## config.mk

```make
export PLATFORM = sky130hd
export DESIGN_NAME = mult_seq_ctrl
export DESIGN_NICKNAME = d
export VERILOG_FILES = /design/src/rtl/mult_seq_ctrl.sv
export SDC_FILE = /design/constraint.sdc
export NUM_CORES = 1
export LEC_CHECK = 0
export ABC_AREA = 1
export CORE_MARGIN = 2
export CORE_UTILIZATION = 55
export CTS_CLUSTER_DIAMETER = 30
export DETAILED_ROUTE_END_ITERATION = 7
export GPL_TIMING_DRIVEN = 0
export PLACE_DENSITY = 0.72
export RECOVER_POWER = 100
export SYNTH_ARGS = -nofsm -noshare
export SYNTH_HDL_FRONTEND = slang
export SYNTH_SLANG_ARGS = --single-unit
```

## constraint.sdc

```tcl
create_clock -name clk -period 2.3 [get_ports clk]
set_input_delay 0.345 -clock clk [delete_from_list [all_inputs] [get_ports clk]]
set_output_delay 0.345 -clock clk [all_outputs]
set_load 0.05 [all_outputs]
```

## src/rtl/mult_seq_ctrl.sv

```systemverilog
// mult_seq_ctrl: button-driven sequential shift-add multiplier with compare flags.
// Ports:
//   clk, rst_n : clock and asynchronous active-low reset
//   sw         : [WIDTH-1:0] operand data, [WIDTH] compare enable
//   btn        : raw buttons, [0] load op1, [1] load op2, [2] start
//   led        : compare of new product against previous ({gt, eq, lt})
//   result     : last completed product
//   busy       : multiply in progress (RUN or CMP)
//   done       : one-cycle completion pulse
module mult_seq_ctrl #(
    parameter int WIDTH       = 8,
    parameter int SYNC_STAGES = 2
) (
    input  logic               clk,
    input  logic               rst_n,
    input  logic [WIDTH:0]     sw,
    input  logic [2:0]         btn,
    output logic [2:0]         led,
    output logic [2*WIDTH-1:0] result,
    output logic               busy,
    output logic               done
);
    localparam int CW = $clog2(WIDTH + 1);
    typedef enum logic [1:0] {IDLE, RUN, CMP} state_t;
    state_t                            r_state;
    logic [SYNC_STAGES-1:0][3:0]       r_sync;
    logic [2:0]                        r_btn_q;
    logic [WIDTH-1:0]                  r_op1, r_op2, r_mplier;
    logic [2*WIDTH-1:0]                r_mcand, r_acc, r_prev;
    logic [CW-1:0]                     r_cnt;
    logic [2:0]                        w_pulse;
    logic                              w_cmp_en;
    // the compare-enable switch rides the same synchronizer as the buttons
    assign w_pulse  = r_sync[SYNC_STAGES-1][2:0] & ~r_btn_q;
    assign w_cmp_en = r_sync[SYNC_STAGES-1][3];
    always_ff @(posedge clk or negedge rst_n) begin
        if (!rst_n) begin
            r_state  <= IDLE;
            r_sync   <= '0;
            r_btn_q  <= '0;
            r_op1    <= '0;
            r_op2    <= '0;
            r_mcand  <= '0;
            r_mplier <= '0;
            r_acc    <= '0;
            r_cnt    <= '0;
            r_prev   <= '0;
            result   <= '0;
            led      <= '0;
            busy     <= 1'b0;
            done     <= 1'b0;
        end else begin
            r_sync[0] <= {sw[WIDTH], btn};
            for (int i = 1; i < SYNC_STAGES; i++) r_sync[i] <= r_sync[i-1];
            r_btn_q <= r_sync[SYNC_STAGES-1][2:0];
            if (w_pulse[0]) r_op1 <= sw[WIDTH-1:0];
            if (w_pulse[1]) r_op2 <= sw[WIDTH-1:0];
            done <= 1'b0;
            case (r_state)
                IDLE: if (w_pulse[2]) begin
                    r_mcand  <= {{WIDTH{1'b0}}, r_op1};
                    r_mplier <= r_op2;
                    r_acc    <= '0;
                    r_cnt    <= '0;
                    busy     <= 1'b1;
                    r_state  <= RUN;
                end
                RUN: begin
                    if (r_mplier[0]) r_acc <= r_acc + r_mcand;
                    r_mcand  <= r_mcand << 1;
                    r_mplier <= r_mplier >> 1;
                    r_cnt    <= r_cnt + CW'(1);
                    if (r_cnt == CW'(WIDTH - 1)) r_state <= CMP;
                end
                CMP: begin
                    result  <= r_acc;
                    r_prev  <= r_acc;
                    done    <= 1'b1;
                    busy    <= 1'b0;
                    if (w_cmp_en) led <= {r_acc > r_prev, r_acc == r_prev, r_acc < r_prev};
                    r_state <= IDLE;
                end
                default: r_state <= IDLE;
            endcase
        end
    end
endmodule
```

==> flow_summary.ini <==
[status]
status = finished clean

[floorplanning]
die_h_um = 97.2
die_area_sq_um = 9450
ioPinCount = 35
start_util_pct = 55.6
die_w_um = 97.2
fp-row-count = 34
core_area_sq_um = 8590

[global_routing]
grt_use_met1_pct = 25.7
grt.met3_usage_pct = 5.90
overflow = 0
grt_use_met2_pct = 38.2
grt_pass1_wl_mm = 16.6
grt.busiest_layer = met2
antenna_found_initial = 0
grt_usage_pct = 21.7
first_global_vias = 3787
grt_max_degree = 72

[worst_setup_path]
cp_num_cells = 1
crit_fanout = 3
crit_chain = dlygate4sd3_1
startpoint = r_prev[0]$_DFFE_PN0P_
crit_path_end_kind = primary output
startpoint_type = register
path_buf_inv = 1
rr_worst_depth = 11
path_delay_family = buffers and inverters
critPathKind = reg -> out
slowest_delay_ps = 880
rrSetupSlack_ps = 360
cp.arrival_ps = 1640
endpoint = result[0]
required_ps = 1960
reg2reg_from = r_mcand[0]$_DFFE_PN0P_
r2r-end = r_acc[12]$_DFFE_PN0P_
cp_slowest_cell = dlygate4sd3_1

[synth]
synth_area_leaders = dfrtp_1, nand2_1, ha_1
syn_area_sq_um = 4780
synth_compound_area_share_pct = 11.8
postSynth.asyncResetShare_pct = 100
yosys-mux-area-fraction_pct = 0
synth-simple-area-share_pct = 20.8
syn_nets = 623
synth_ff_type = dfrtp_1
synth_area_per_cell_sq_um = 8.30
syn_inst = 576
synth_edf_count = 0
synth_top_family_by_area = simple AND/OR/NAND/NOR gates
yosys.area.top_type_share_pct = 49.2
synth_top_area_cell = dfrtp_1
synth_adder_area_share_pct = 8.79
synth_xor_area_share_pct = 0.550
ys_seq_area_share_pct = 49.2
yosys_register_bits = 94
synth_cell_type_count = 37
yosysWarnings = 0

[route]
wl_per_cell_um = 13.0
dr.pass1.iters = 4
ant_nets = 0
wl_mm = 9.55
drc = 0
via_per_inst = 5.21
vias = 3837
drt_iter0_drc = 128

[place]
dp_slack_ps = 375
numPortBuffers = 34
place_area_sq_um = 5280
dp.cells = 719
place_hpwl_mm = 7.37
routabilityCongestion = 0.902

[timing]
fin_skew_ps = 8.95
rsz0062_at_grt = false
fin_ws_ps = 320
fin_crit_ps = 1980
relSlewSlack_pct = 3.74
worst_pin_slew_ps = 1440
final.period_utilization_pct = 86.1
finalHoldViolations = 0
slew_viol_final = 0
setup_viol = 0
fmax_ghz = 0.505

[cts]
cts_buffers = 9
htree_levels = 3
clock_latency_ps = 380
cts_tree = done
post_cts_buffers = 0
cts_buffer_depth = 2
cts_num_sinks = 94
cts-root-buf = clkbuf_8
cts-hold-fix-buffers = 1
cts_resized = 0
clkTransAtPathRegs_ps = 100

[pwr]
p_per_area_nw_per_um2 = 1310
leakage_nw = 2.89
ir_drop_mv = 0.529
power_mw = 7.09

[flow_run]
drv_cap = 0

[layout]
n_antenna_cell = 0
multi_input_area_sq_um = 1970
area_delta_synth_final_pct = 13.7
final_area_sq_um = 5440
fin_nets = 670
fin_util_pct = 63.2
final-instance-count-excl-fill = 736
fillerInstances = 744
drive_gt1_share_pct = 3.98
seq_area_sq_um = 2350

[hold_path]
hp-start = r_sync[0]$_DFF_PN0_
hold_class = reg -> reg
[synth_stat cells, drive strengths merged, types with 4 or more instances]
master  number
nand3       23
nand2      175
a21oi       23
o22ai       16
dfrtp       94
inv         92
o21ai       44
clkbuf       4
ha          32
a22oi        7
buf          7
nor2        37
[worst min-delay path by stage]
stage / end / depth (start not counted)
after floorplan: busy$_DFFE_PN0P_ / 0
after global placement: r_sync[4]$_DFF_PN0_ / 0
after detailed placement: r_prev[2]$_DFFE_PN0P_ / 1
after CTS: r_sync[4]$_DFF_PN0_ / 0
after global routing: r_sync[5]$_DFF_PN0_ / 0
final: r_sync[4]$_DFF_PN0_ / 0
[layout by cell type (no fill, tap or decap), types with 8 or more instances in the layout]
cell	n
a21oi_1	23
clkbuf_1	8
clkbuf_8	9
clkdlybuf4s50_1	8
dfrtp_1	94
dlygate4sd3_1	26
ha_1	32
inv_1	91
nand2_1	175
nand3_1	23
nor2_1	36
o21ai_0	42
o22ai_1	16
[cell type report]
cell class / instances / share of cell area (%)
inverters: 93 / 6.42
flip-flops and latches: 94 / 43.3
multi-input cells: 378 / 36.3
repair buffers: 36 / 6.84
clock buffers: 9 / 2.28
well taps: 108 / 2.49
clock inverters: 7 / 1.36
plain buffers: 11 / 1.08
[routing by layer]
metal / wire (um) / up-vias
met2: 4760 / 74
met5: 0 / -
li1: - / 1942
met4: 174 / 0
met1: 4200 / 1804
met3: 406 / 17
[state kept, by name, indices dropped and copies added, names as in the netlist]
register  flops
done          1
busy          1
led           3
r_prev       16
r_sync        8
r_op1         8
r_state       2
r_btn_q       3
r_cnt         4
r_mplier      8
r_mcand      16
r_acc        16
r_op2         8
[through the flow]
step | hold WS (ps) | setup TNS (ps)
2_1_floorplan | 49.4 | 0
3_5_place_dp | 276 | 0
5_1_grt | 371 | 0
6_report | 360 | 0
4_1_cts | 363 | 0
3_3_place_gp | 332 | -230920
[where the power goes]
group	internal, mW	switching, mW
clock network	0.431	0.663
logic	1.22	2.23
registers	2.16	0.387
total	3.81	3.28
[cell families after synthesis]
group	Yosys count
XOR/XNOR	3
AND/OR/NAND/NOR	244
buffers and inverters	104
flip-flops	94
AO/OA/AOI/OAI	98
adder cells (fa/ha/maj)	33
Note: power is estimated with default switching activity, not from simulation.
